--- src/rtl/div_seq_ctrl.sv ---
// ---------------------------------------------------------------------------
// div_seq_ctrl
//
// Sequential restoring divider. It produces one quotient bit per clock from a
// single subtract-and-shift step datapath. The result is the unsigned quotient
// dividend/divisor, given as ARG_BIT_WIDTH integer bits followed by PRECISION
// fractional bits, together with the final partial remainder.
//
// Ports:
//   clk        rising-edge clock
//   rst_n      asynchronous active-low reset
//   start      request valid; operands are taken when start && in_ready
//   in_ready   high only while idle
//   dividend   unsigned dividend
//   divisor    unsigned divisor
//   out_valid  result valid; held until accepted
//   out_ready  consumer accepts the result when out_valid && out_ready
//   q_int      integer quotient
//   q_frac     fractional quotient; the MSB has weight 2^-1
//   remainder  final partial remainder, scaled by 2^-PRECISION
//   div_zero   the divisor of this result was zero
// ---------------------------------------------------------------------------
module div_seq_ctrl #(
  parameter int ARG_BIT_WIDTH = 32,
  parameter int PRECISION     = 64
) (
  input  logic                     clk,
  input  logic                     rst_n,
  input  logic                     start,
  output logic                     in_ready,
  input  logic [ARG_BIT_WIDTH-1:0] dividend,
  input  logic [ARG_BIT_WIDTH-1:0] divisor,
  output logic                     out_valid,
  input  logic                     out_ready,
  output logic [ARG_BIT_WIDTH-1:0] q_int,
  output logic [PRECISION-1:0]     q_frac,
  output logic [ARG_BIT_WIDTH-1:0] remainder,
  output logic                     div_zero
);

  localparam int QW    = ARG_BIT_WIDTH + PRECISION;
  localparam int CNT_W = (QW > 1) ? $clog2(QW) : 1;
  localparam logic [CNT_W-1:0] LAST_STEP = CNT_W'(QW - 1);

  typedef enum logic [1:0] {
    IDLE = 2'd0,
    ITER = 2'd1,
    DONE = 2'd2
  } state_t;

  state_t                   state;
  state_t                   state_nxt;

  logic [ARG_BIT_WIDTH-1:0] div_q;
  logic [ARG_BIT_WIDTH-1:0] dvd_sh;
  // The partial remainder always stays below the divisor after a step, so
  // only the low ARG_BIT_WIDTH bits of R are ever non-zero and are stored.
  logic [ARG_BIT_WIDTH-1:0] r;
  logic [CNT_W-1:0]         cnt;
  logic [QW-1:0]            q;
  logic                     dz;

  logic                     accept;
  logic [ARG_BIT_WIDTH:0]   t;
  logic                     ge;
  logic [ARG_BIT_WIDTH-1:0] r_step;

  assign accept = (state == IDLE) && start;

  // One restoring step. The compare uses the full ARG_BIT_WIDTH+1 bit trial
  // value. When it succeeds the difference is below the divisor, so the
  // subtraction can be done at ARG_BIT_WIDTH bits without losing anything.
  // Once all dividend bits have been shifted out, dvd_sh is zero, so the
  // shift-in bit automatically becomes 0 for the fractional steps.
  always_comb begin
    t      = {r, dvd_sh[ARG_BIT_WIDTH-1]};
    ge     = (t >= {1'b0, div_q});
    r_step = ge ? (t[ARG_BIT_WIDTH-1:0] - div_q) : t[ARG_BIT_WIDTH-1:0];
  end

  always_ff @(posedge clk or negedge rst_n) begin
    if (!rst_n) begin
      state <= IDLE;
    end else begin
      state <= state_nxt;
    end
  end

  always_comb begin
    state_nxt = state;
    case (state)
      IDLE: begin
        if (start) begin
          state_nxt = (divisor == '0) ? DONE : ITER;
        end
      end
      ITER: begin
        if (cnt == LAST_STEP) begin
          state_nxt = DONE;
        end
      end
      DONE: begin
        if (out_ready) begin
          state_nxt = IDLE;
        end
      end
      default: state_nxt = IDLE;
    endcase
  end

  always_ff @(posedge clk or negedge rst_n) begin
    if (!rst_n) begin
      div_q  <= '0;
      dvd_sh <= '0;
      r      <= '0;
      cnt    <= '0;
      q      <= '0;
      dz     <= 1'b0;
    end else if (accept) begin
      div_q  <= divisor;
      dvd_sh <= dividend;
      cnt    <= '0;
      if (divisor == '0) begin
        // Saturated quotient; the dividend is returned unchanged as remainder.
        dz <= 1'b1;
        q  <= '1;
        r  <= dividend;
      end else begin
        dz <= 1'b0;
        r  <= '0;
      end
    end else if (state == ITER) begin
      dvd_sh <= {dvd_sh[ARG_BIT_WIDTH-2:0], 1'b0};
      r      <= r_step;
      q      <= {q[QW-2:0], ge};
      cnt    <= cnt + 1'b1;
    end
  end

  assign in_ready  = (state == IDLE);
  assign out_valid = (state == DONE);
  assign q_int     = q[QW-1:PRECISION];
  assign q_frac    = q[PRECISION-1:0];
  assign remainder = r;
  assign div_zero  = dz;

endmodule
--- config.mk ---
export PLATFORM = sky130hd
export DESIGN_NAME = div_seq_ctrl
export DESIGN_NICKNAME = d
export VERILOG_FILES = /design/src/rtl/div_seq_ctrl.sv
export SDC_FILE = /design/constraint.sdc
export NUM_CORES = 1
export LEC_CHECK = 0
export CORE_UTILIZATION = 45
export CTS_CLUSTER_SIZE = 8
export DETAILED_ROUTE_END_ITERATION = 10
export GPL_ROUTABILITY_DRIVEN = 0
export GPL_TIMING_DRIVEN = 0
export HOLD_SLACK_MARGIN = 0.05
export PLACE_DENSITY = 0.71
export SLEW_MARGIN = 20
export SYNTH_ARGS = -nofsm -noshare
export SYNTH_HDL_FRONTEND = slang
export SYNTH_SLANG_ARGS = --single-unit
--- constraint.sdc ---
create_clock -name clk -period 4.3 [get_ports clk]
set_input_delay 0.645 -clock clk [delete_from_list [all_inputs] [get_ports clk]]
set_output_delay 0.645 -clock clk [all_outputs]
set_load 0.02 [all_outputs]
==> summary by stage, run 1 <==
Yosys
The number of nets produced by synthesis is 1292. The number of different library cells used by synthesis comes to 65. The number of synthesis warnings is 0. Counting flops with an async set or reset pin after synthesis yields a share of 1.00. The part of the Yosys area used for sequential elements is 0.489. The post-synthesis area per instance is 8.68 µm². The flip-flop and latch count after synthesis is 202. The synthesized design spends more area on one cell type than any other, namely sky130_fd_sc_hd__dfrtp_1. The predominant post-synthesis flop cell is sky130_fd_sc_hd__dfrtp_1.

Summing every instance area after synthesis gives 10300 µm². The post-synthesis instance total is 1190. The synthesized design contains 0 enable-type register cells. The fraction of synthesized cell area taken by the top area cell type is 0.489.

Sorting the synthesized cells by area gives the leading types as sky130_fd_sc_hd__dfrtp_1 49%, sky130_fd_sc_hd__nand2_1 12%, sky130_fd_sc_hd__o21ai_0 8.0%.

Floorplan
The total number of placement rows is 55. The die is 154 µm wide. The height of the chip is 154 µm. 199 I/O pins were placed. After floorplanning, the core was sized to cover 22600 µm². The die covers 23600 µm². The initial utilization of the core area, before any placement, comes to 0.458.

Clocking
Counting along the longest clock path gives a buffer depth of 3. The tree built by TritonCTS fans out to 202 sinks. The clock tree from TritonCTS is yes. After clock tree synthesis, the clock-pin slew on the worst setup and hold paths is 0.05 ns. The cell sitting at the root of the clock tree is a sky130_fd_sc_hd__clkbuf_16. Post-CTS timing repair inserted 0 buffers for setup. The number of H-tree branching levels is 1. The number of buffers created by CTS is 29. The clock latency on the worst-skew pair is 0.55 ns.

STA
The worst hold slack across all endpoints is 0.475 ns. The worst clock skew is 0.0203 ns. The number of max-slew violations in the final report is 0. The count of endpoints failing hold in the final timing report is 0. For the pin with the worst max-slew slack, the measured transition is 0.858 ns.

Setup repair after global routing left no endpoint under its margin. For the finished layout, the period the worst path requires is 3.44 ns. Setup violations remaining at the end of the flow were counted as 0. The relative max-transition margin is 0.425. The maximum operating frequency is 290 MHz.

The ratio of final minimum period to clock period is 0.801.

Pwr
Of the total power, registers draw 0.263. The internal power is 7.32 mW. In this run the power spent charging and discharging nets is 5.94 mW.

The leakage power total is 6.28 nW. The share of total power dissipated in the clock network is 0.148. The areal power density over the cells is 982 nW/µm².

The maximum VDD drop is 0.000457 V. The share of total power dissipated in combinational logic is 0.588. Of the total power, the share spent switching nets is 0.448.

The sum of internal, switching and leakage power is 13.3 mW.

Setup path
The cell type group with the largest total delay on the critical path is compound AO/OA/AOI/OAI gates. STA classifies the critical path startpoint as a flop. Data on the critical path arrives at its endpoint at 3.88 ns. Of all nets on the critical path, the largest fanout is 10. The worst path required time is 4.73 ns. Traced cell by cell, the critical path runs through ha_1 -> nand3_1 -> a21oi_1 -> o311ai_1 -> a211oi_1 -> a2111oi_2 -> nor2_4 -> buf_4 -> mux2i_1 -> a21oi_1 -> a31o_1.

The critical path depth in cells is 11. The largest individual stage delay along the critical path comes from the cell sky130_fd_sc_hd__a2111oi_2. The worst setup path is captured at a flop. The count of cells along the worst register-to-register path is 11. The worst stage delay on the critical path is 0.56 ns.

The most numerous cell type found on the critical path is sky130_fd_sc_hd__a21oi_1. Counting both buffers and inverters, the worst setup path holds a total of 1. The startpoint-to-endpoint class of the critical path is flop to flop.

Global route
The total congestion overflow after global routing is 0. Across every metal layer, demand over resource in global routing totals 0.266. The number of antenna violations at the first check in global routing is 1. The first global-routing pass estimated 50.0 mm of wire. Entering global routing, the biggest net connects 96 pins. The number of global-route vias before repair was 9408.

Layout
The repair_antennas step left the layout with diodes totalling 0. After filler insertion, the fill cell instance count of the layout stands at 2020. The final layout net count is 1524. The area growth from synthesis to layout is 30.7%.

In the layout the commonest cells are 330 x sky130_fd_sc_hd__nand2_1, 202 x sky130_fd_sc_hd__dfrtp_1, 197 x sky130_fd_sc_hd__clkdlybuf4s50_1. Leaving out fill and tap cells, the most frequent cell in the layout is sky130_fd_sc_hd__nand2_1. The fraction of final layout cells sized beyond drive strength 1 is 0.0359.

Drt
The via count is 9414. The number of DRC markers after the initial detailed-route iteration is 628. The first TritonRoute pass finished after 5 iterations. The total met2 wirelength after detailed routing is 14.5 mm. After detailed routing, the met3 layer carries 2.85 mm of wire. The total routed wire length on the met1 layer is 12.9 mm. In the final routed layout, each cell accounts on average for 18.3 µm. The top routing layer in use is met4. Wires add up to 31.3 mm. The number of nets still failing antenna checks after routing is 0. The detailed-route DRC error count is 0.

In the routed layout, each cell is associated on average with a via count of 5.51.

Min path
The class of the worst hold path is flop to flop. The count of cells along the worst hold path is 2.

Placement
The detailed-placement wirelength estimate is 22.9 mm. The port buffer count is 198.

Run status
The run finished with clean final reports.

Job
The max-cap check violation count is 0.
[power by group through the flow]
stage	logic, mW	clock network [mW]	registers [mW]
after global placement	7.56	0	3.48
after global routing	8.56	2.08	3.60
final	7.79	1.97	3.49
after floorplan	4.60	0	3.94
after detailed placement	7.69	0	3.48
after CTS	7.76	2.01	3.48
[state kept, by name, indices dropped and copies added, names as in the netlist]
name and flops:
state 2, cnt 7, dvd_sh 32, div_zero 1, q 96, remainder 32, div_q 32
[area by class of cell]
| class | instances | area, µm² | area share |
|---|---|---|---|
| Buffer | 77 | 300 | 0.0222 |
| Clock buffer | 29 | 726 | 0.0538 |
| Clock inverter | 2 | 28.8 | 0.00213 |
| Inverter | 43 | 161 | 0.0120 |
| Multi-Input combinational cell | 868 | 4820 | 0.357 |
| Sequential cell | 202 | 5050 | 0.374 |
| Tap cell | 285 | 357 | 0.0264 |
| Timing Repair Buffer | 201 | 2050 | 0.152 |
[worst paths after layout]
check,to,from,slack (ns)
max,remainder[4]$_DFFE_PN0P_,remainder[1]$_DFFE_PN0P_,0.86
min,dvd_sh[22]$_DFFE_PN0P_,dvd_sh[22]$_DFFE_PN0P_,0.47
max reg2reg,remainder[4]$_DFFE_PN0P_,remainder[1]$_DFFE_PN0P_,0.86
min reg2reg,dvd_sh[22]$_DFFE_PN0P_,dvd_sh[22]$_DFFE_PN0P_,0.47
max in group asynchronous,q[76]$_DFFE_PN0P_,rst_n,2.89
min in group asynchronous,div_q[4]$_DFFE_PN0P_,rst_n,0.60
[synthesized netlist by cell type, drive strengths merged, types with 2 or more instances]
master / n
o21bai: 5
and2: 3
or2: 2
o31ai: 3
inv: 43
and4: 2
a21oi: 58
a22oi: 31
nor3: 7
nor4: 8
nand4: 11
nor2: 36
buf: 12
nand3: 12
a21boi: 3
and3: 4
nand2b: 4
a221oi: 3
o211ai: 2
clkbuf: 65
o21a: 4
nand4b: 2
xor2: 16
mux2i: 17
or4b: 2
a31oi: 6
ha: 33
a211o: 2
xnor2: 14
o21ai: 180
a21o: 14
dfrtp: 202
a211oi: 14
mux2: 3
or3: 3
o311ai: 2
nor2b: 8
nand2: 330
a31o: 9
[logic make-up (layout without fill, tap and decap cells)]
logic type,after synthesis,after routing,synth area share
multiplexers,20,20,0.0197
AND/OR/NAND/NOR,435,435,0.176
XOR/XNOR,30,30,0.0254
AO/OA/AOI/OAI,349,349,0.203
flip-flops,202,202,0.489
buffers and inverters,120,352,0.0447
adder cells (fa/ha/maj),34,34,0.0419
[repair_timing]
action                    4_1_cts  5_1_grt
hold endpoints to repair       43        0
resized for setup               0        0
hold buffers                    1        0
[through the flow]
| step | setup WS (ns) | TNS [ns] | utilization | cell area [µm²] | instances |
|---|---|---|---|---|---|
| after floorplan | 1.24 | 0 | - | 10300 | 1190 |
| after global routing | 0.673 | 0 | 0.598 | 13500 | 1707 |
| after global placement | -6.02 | -1211.92 | 0.561 | 12700 | 1673 |
| after detailed placement | 0.349 | 0 | 0.564 | 12700 | 1675 |
| after CTS | 0.857 | 0 | 0.598 | 13500 | 1707 |
| final | 0.856 | 0 | 0.598 | 13500 | 1707 |
[routing by layer]
| layer | up-vias | global-route usage |
|---|---|---|
| met5 | - | 0 |
| met4 | 0 | 0.0895 |
| met3 | 66 | 0.0764 |
| met2 | 342 | 0.439 |
| met1 | 4465 | 0.335 |
| li1 | 4541 | - |
[tightest hold or removal path, delay by kind of cell, from the launching register on]
family | cells | cell delay (ns)
and+or+nand+nor | 2 | 0.11
DFF | 1 | 0.34
(Power assumes the default switching activity.)
==> run 2, diff against run 1 <==
clock period = 3.38 ns   (was 4.3 ns; I/O delays follow)
==> run 2 against run 1 <==
  * Sequential power increased by 27%
  * Setup slack got worse by 0.78 ns
  * Maximum frequency increased by 4.3%
  * Critical endpoint unchanged
  * Register-to-register slack got worse by 0.78 ns
  * Sequential share of layout area decreased by 0.14 points
  * Total power increased by 29%
  * Clock power increased by 27%
  * Critical path depth unchanged
  * Clock skew about the same
  * Wire length increased by 0.73%
==> summary by stage, run 2 (synthesis gave the netlist of run 1 again) <==
Setup path
The arrival time of the worst setup path came to 3.74 ns (-0.14 ns). The worst path required time came to 3.82 ns (-0.91 ns). The worst setup path is captured at a flop. The worst stage delay on the critical path is 0.48 ns (-0.08 ns). The signal on the critical path passes through ha_1 -> and2_1 -> and3_4 -> or4b_4 -> o41ai_2 -> a2111oi_2 -> nor2_4 -> buf_4 -> mux2i_1 -> a21oi_1 -> a31o_1. The startpoint-to-endpoint class of the critical path is flop to flop.

The slowest library cell on the worst path is sky130_fd_sc_hd__or4b_4. The startpoint identified for the worst register-to-register timing path is remainder[12]$_DFFE_PN0P_. The critical path starts at remainder[12]$_DFFE_PN0P_.

The largest fanout of any net on the critical path came to 10 (unchanged). STA classifies the critical path startpoint as a flop.

Pwr
The power share of the sequential group is 0.260 (-0.003). The maximum VDD drop came to 0.000585 V (+28%). The fraction of power consumed by the clock network came to 0.147 (about the same). The switching share of power came to 0.448 (about the same). The areal power density over the cells is 1260 nW/µm² (+28%). The internal power is 9.42 mW (+29%). The leakage power total is 6.31 nW (+0.48%). The net load switching power is 7.64 mW (+29%).

The relative contribution of combinational cells to total power was 0.593 (+0.005). The sum of internal, switching and leakage power came to 17.1 mW (+29%).

Placement
The worst slack after detailed placement was -0.433 ns (-0.782 ns). The cell area after placement is 12700 µm² (unchanged). The port buffer count is 198 (unchanged). The detailed-placement wirelength estimate is 22.9 mm (unchanged).

STA
The count of endpoints failing hold in the final timing report is 0 (unchanged). The total negative slack for setup checks is 0 ns (unchanged). The number of max-slew violations in the final report was 0 (unchanged). The worst clock skew is 0.0203 ns (+0.00000450 ns). The number of endpoints failing setup at the final stage is 0 (unchanged). The worst hold slack across all endpoints came to 0.453 ns (-0.0216 ns). Setup repair after global routing could not meet its margin everywhere. The final period demand of the worst path is 3.30 ns (-0.141 ns). The relative max-transition margin is 0.477 (+0.0524). The maximum operating frequency was 303 MHz (+4.3%). The ratio of final minimum period to clock period was 0.977 (+0.176). The transition time of the tightest slew-check pin is 0.784 ns (-0.0740 ns). The worst path setup slack after routing came to 0.0773 ns (-0.779 ns).

Clocking
The clock latency on the worst-skew pair came to 0.55 ns (about the same). The worst-case clock buffer depth is 3 (unchanged). The clock-pin slew on the worst setup and hold paths is 0.05 ns (about the same). The clock tree from TritonCTS is yes. The number of buffers created by CTS is 29 (unchanged). The number of H-tree branching levels is 1 (unchanged). The number of clock sinks is 202 (unchanged).

The clock root buffer is sky130_fd_sc_hd__clkbuf_16.

Min path
The path class of the tightest hold or removal check is primary input to asynchronous set/reset pin.

Run status
The run finished with clean final reports.

Drt
The per-cell routed wire length was 18.4 µm (+0.67%). The number of vias per cell was 5.56 (+0.76%). The post-detailed-routing wire length is 31.5 mm (+0.73%). The length of the first detailed-routing pass in iterations was 6 (+1). The number of DRC markers after the initial detailed-route iteration came to 649 (+3.3%).

The number of nets still failing antenna checks after routing is 0 (unchanged). The via count is 9491 (+0.82%). The detailed-route DRC error count is 0 (unchanged).

Layout
The layout overhead on the synthesized area is 31.2%. The area of combinational cells with multiple inputs is 4850 µm² (+0.70%). The post-route cell area is 13500 µm² (+0.38%). The fraction of final layout cells sized beyond drive strength 1 is 0.0401 (+0.00419). The final layout net count is 1525 (+0.066%). Counting flops per register, the top entry is q. The number of filler instances in the final layout is 2015 (-0.25%). Leaving out fill and tap cells, the most frequent cell in the layout is sky130_fd_sc_hd__nand2_1.

The area taken by flip-flops and latches is 5050 µm² (unchanged). The number of flip-flops under the largest register name is 96 (unchanged). The count of antenna diodes in the layout came to 0 (unchanged). The top cell types in the final layout, fill and taps aside, are 330 x sky130_fd_sc_hd__nand2_1, 202 x sky130_fd_sc_hd__dfrtp_1, 197 x sky130_fd_sc_hd__clkdlybuf4s50_1.

Global route
The number of antenna violations at the first check in global routing is 1 (unchanged). The global-route wire length before repair is 50.0 mm (about the same). The pin count of the biggest net entering global routing is 96 (unchanged). The total congestion overflow after global routing is 0 (unchanged). The global-route total usage across every layer is 0.266 (about the same). The number of global-route vias before repair is 9409 (+0.011%).

Floorplan
The area of the core is 22600 µm² (unchanged). The initial core utilization is 0.458 (unchanged). The overall die area is 23600 µm² (unchanged). The height of the chip is 154 µm (unchanged). The boundary pin count is 199 (unchanged). The total number of placement rows is 55 (unchanged).

The horizontal die dimension came to 154 µm (unchanged).

Job
The max-cap check violation count is 0 (unchanged).
run 2: power by group through the flow:
| stage | Clock, mW | Sequential [mW] | Combinational, mW |
|---|---|---|---|
| 2_1_floorplan | 0 | 5.02 | 5.85 |
| 3_3_place_gp | 0 | 4.42 | 9.62 |
| 3_5_place_dp | 0 | 4.43 | 9.79 |
| 4_1_cts | 2.56 | 4.43 | 9.88 |
| 5_1_grt | 2.64 | 4.58 | 11.1 |
| 6_report | 2.51 | 4.44 | 10.1 |
run 2: per-layer routing:
metal | global-route usage | share of wire | up-vias
li1 | - | - | 4539
met1 | 0.335 | 0.41 | 4498
met2 | 0.439 | 0.47 | 386
met3 | 0.0764 | 0.094 | 68
met4 | 0.0895 | 0.031 | 0
met5 | 0 | 0 | -
run 2: layout make-up:
cell class | count | share of cell area
Buffer | 75 | 0.0218
Clock buffer | 29 | 0.0536
Clock inverter | 2 | 0.00212
Inverter | 43 | 0.0119
Multi-Input combinational cell | 868 | 0.358
Sequential cell | 202 | 0.373
Tap cell | 285 | 0.0263
Timing Repair Buffer | 204 | 0.153
run 2: timing repair:
item | in CTS | in global routing
resized for setup | 1 | 5
gates cloned | 0 | 0
buffers inserted | 0 | 3
endpoints found under the hold margin | 43 | 0
endpoints found under the setup margin | 12 | 31
pin swaps | 0 | 2
hold buffers | 1 | 0
run 2: metrics by stage:
step                 util  cells
global placement    0.561   1673
finish              0.600   1708
detailed placement  0.564   1675
CTS                 0.598   1707
floorplan               -   1190
global route        0.600   1708
run 2: worst paths after layout:
kind | cells past startpoint | slack, ns | endpoint
worst min-delay path | 2 | 0.45 | div_q[4]$_DFFE_PN0P_
worst max-delay path | 11 | 0.08 | remainder[4]$_DFFE_PN0P_
worst min register to register | 2 | 0.47 | dvd_sh[22]$_DFFE_PN0P_
max in group asynchronous | 3 | 2.11 | q[51]$_DFFE_PN0P_
min in group clk | 2 | 0.47 | dvd_sh[22]$_DFFE_PN0P_
worst max register to register | 11 | 0.08 | remainder[4]$_DFFE_PN0P_
run 2: critical path, delay by kind of cell (launching register included):
kind / cells / cell delay, ns
AOI/OAI and AO/OA: 4 / 0.74
DFF: 1 / 0.43
muxes: 1 / 0.22
buffers and inverters: 1 / 0.27
and+or+nand+nor: 4 / 1.09
adders and majority gates: 1 / 0.42
==> run 3, diff against run 2 <==
SKIP_CTS_REPAIR_TIMING = 1   (was not set)
==> run 3 against run 2 <==
  * Clock power hardly changed
  * Total power fell by 0.12%
  * Critical endpoint unchanged
  * Maximum frequency hardly changed
  * Sequential share of layout area is the same
  * Sequential cell count did not move
  * Combinational power about the same
==> summary by stage, run 3 (synthesis gave the netlist of run 1 again) <==
Run status
The flow ran to the end, and the final reports show no timing, DRC or antenna violations.

Global route
The number of antenna violations at the first check in global routing is 1 (unchanged). The total congestion overflow after global routing came to 0 (unchanged). The global-route total usage across every layer is 0.266 (about the same). The global-route track usage on met1 is 0.335 (about the same). The global-route wire length before repair came to 50.0 mm (about the same). The met3 track utilization from global routing is 0.0764 (unchanged). The pin count of the biggest net entering global routing was 96 (unchanged).

The number of global-route vias before repair is 9408 (-0.011%). The routing usage on met2 is 0.439 (unchanged). The layer flagged by global routing as most heavily used is met2.

Setup path
The worst setup path is launched from a flop. The worst setup path startpoint is remainder[12]$_DFFE_PN0P_. The critical path in this run is classified as flop to flop. The slowest stage of the critical path is the sky130_fd_sc_hd__or4b_4 cell.

The worst register-to-register path begins at remainder[12]$_DFFE_PN0P_. The largest fanout of any net on the critical path is 10 (unchanged). The element type at the critical path end is a flop. In this run the critical register-to-register path is captured at remainder[4]$_DFFE_PN0P_. The worst path required time is 3.82 ns (about the same). Walking the worst path, the cells encountered are ha_1 -> and2_1 -> and3_4 -> or4b_4 -> o41ai_2 -> a2111oi_2 -> nor2_4 -> buf_4 -> mux2i_1 -> a21oi_1 -> a31o_1. The arrival time of the worst setup path came to 3.74 ns (about the same).

The worst setup path endpoint is remainder[4]$_DFFE_PN0P_. The worst stage delay on the critical path was 0.48 ns (about the same). The worst-case register-to-register setup slack came to 0.08 ns (about the same). The count of cells along the worst register-to-register path was 11 (unchanged).

Drt
The number of vias per cell was 5.53 (-0.57%). The per-cell routed wire length is 18.4 µm (-0.23%). The length of the first detailed-routing pass in iterations came to 5 (-1). The number of nets still failing antenna checks after routing was 0 (unchanged).

The number of DRC markers after the initial detailed-route iteration is 654 (+0.77%). The via count was 9437 (-0.57%). The post-detailed-routing wire length came to 31.4 mm (-0.23%). The detailed-route DRC error count came to 0 (unchanged).

STA
The relative max-transition margin is 0.487 (+0.00976). The maximum operating frequency is 303 MHz (about the same). The number of endpoints failing setup at the final stage is 0 (unchanged). The ratio of final minimum period to clock period came to 0.978 (about the same). The count of endpoints failing hold in the final timing report is 0 (unchanged). The transition time of the tightest slew-check pin is 0.769 ns (-0.0146 ns). The worst hold slack across all endpoints is 0.457 ns (+0.00333 ns). Setup repair after global routing could not meet its margin everywhere. The number of max-slew violations in the final report came to 0 (unchanged). The final period demand of the worst path was 3.30 ns (+0.00160 ns). The worst clock skew came to 0.0190 ns (-0.00135 ns).

Floorplan
The area of the core was 22600 µm² (unchanged). The horizontal die dimension is 154 µm (unchanged). The total number of placement rows is 55 (unchanged). The boundary pin count is 199 (unchanged). The overall die area is 23600 µm² (unchanged). The height of the chip is 154 µm (unchanged). The initial core utilization is 0.458 (unchanged).

Layout
The top cell types in the final layout, fill and taps aside, are 330 x sky130_fd_sc_hd__nand2_1, 202 x sky130_fd_sc_hd__dfrtp_1, 197 x sky130_fd_sc_hd__clkdlybuf4s50_1. The post-route cell area is 13500 µm² (unchanged). The layout overhead on the synthesized area is 31.2% (unchanged). The area taken by flip-flops and latches is 5050 µm² (unchanged). The number of flip-flops under the largest register name is 96 (unchanged). The count of antenna diodes in the layout is 0 (unchanged). The library cell used most frequently in the layout, excluding fill and tap cells, is sky130_fd_sc_hd__nand2_1. The number of filler instances in the final layout is 2015 (unchanged).

The area of combinational cells with multiple inputs is 4850 µm² (unchanged). The fraction of final layout cells sized beyond drive strength 1 is 0.0401 (unchanged). The register bank with the most flops is q. The final layout net count is 1525 (unchanged).

Pwr
The relative contribution of combinational cells to total power is 0.592 (about the same). The areal power density over the cells was 1260 nW/µm² (-0.12%). The leakage power total is 6.31 nW (unchanged). The maximum VDD drop was 0.000581 V (-0.73%).

The switching share of power is 0.447 (-0.000664). The power share of the sequential group was 0.261 (about the same). The internal power is 9.42 mW (about the same).

The fraction of power consumed by the clock network is 0.147 (about the same). The net load switching power is 7.62 mW (-0.27%).

Clocking
The worst-case clock buffer depth is 3 (unchanged). The clock root buffer is sky130_fd_sc_hd__clkbuf_16. The number of clock sinks is 202 (unchanged). The number of H-tree branching levels was 1 (unchanged). The clock tree from TritonCTS is yes. The number of buffers created by CTS was 29 (unchanged). The clock-pin slew on the worst setup and hold paths was 0.05 ns (about the same). The clock latency on the worst-skew pair was 0.55 ns (about the same).

Placement
The port buffer count is 198 (unchanged). The cell area after placement was 12700 µm² (unchanged). The detailed-placement wirelength estimate came to 22.9 mm (unchanged).

Min path
The class of the worst hold path is primary input to asynchronous set/reset pin.

Job
The max-cap check violation count is 0 (unchanged).
## run 3: cell counts in the layout (fill, tap and decap cells not counted)
Identical to the previous run, type by type.
## run 3: cell type report
cell class              instances  share of cell area
plain buffers                  75              0.0218
clock inverters                 2             0.00212
flip-flops and latches        202               0.373
clock buffers                  29              0.0536
multi-input cells             868               0.358
inverters                      43              0.0119
well taps                     285              0.0263
repair buffers                204               0.153
## run 3: worst max-delay path: cells and delay by family, from the launching register on
kind | cells | cell delay [ns]
mux | 1 | 0.22
fa+ha+maj | 1 | 0.42
compound gates | 4 | 0.75
buf+inv | 1 | 0.27
simple gates | 4 | 1.10
flops | 1 | 0.43
## run 3: routing by layer
layer / vias to the layer above / part of all wire
met5: - / 0
met4: 0 / 0.030
met3: 68 / 0.090
met2: 363 / 0.47
met1: 4465 / 0.41
li1: 4541 / -
## run 3: worst min path at each step
stage                           from               endpoint
2_1_floorplan                  rst_n     cnt[0]$_DFFE_PN0P_
3_5_place_dp                   rst_n   div_q[4]$_DFFE_PN0P_
5_1_grt                        rst_n   div_q[4]$_DFFE_PN0P_
6_report                       rst_n   div_q[4]$_DFFE_PN0P_
3_3_place_gp   dvd_sh[5]$_DFFE_PN0P_  dvd_sh[5]$_DFFE_PN0P_
4_1_cts                        rst_n   div_q[4]$_DFFE_PN0P_
## run 3: power groups by stage
stage | clock [mW] | sequential (mW) | combinational (mW)
2_1_floorplan | 0 | 5.02 | 5.85
3_3_place_gp | 0 | 4.42 | 9.62
3_5_place_dp | 0 | 4.43 | 9.79
4_1_cts | 2.56 | 4.43 | 9.87
5_1_grt | 2.64 | 4.58 | 11.1
6_report | 2.51 | 4.44 | 10.1
## run 3: metrics by stage
stage | worst slack, ns | power (mW) | utilization | setup TNS (ns) | cells
floorplan | 0.322 | 10.9 | - | 0 | 1190
global placement | -6.81 | 14.0 | 0.561 | -1393.44 | 1673
detailed placement | -0.433 | 14.2 | 0.564 | -12.89 | 1675
CTS | -0.0629 | 16.9 | 0.598 | -0.402 | 1706
global route | -0.0276 | 18.3 | 0.600 | -0.0798 | 1708
finish | 0.0757 | 17.0 | 0.600 | 0 | 1708
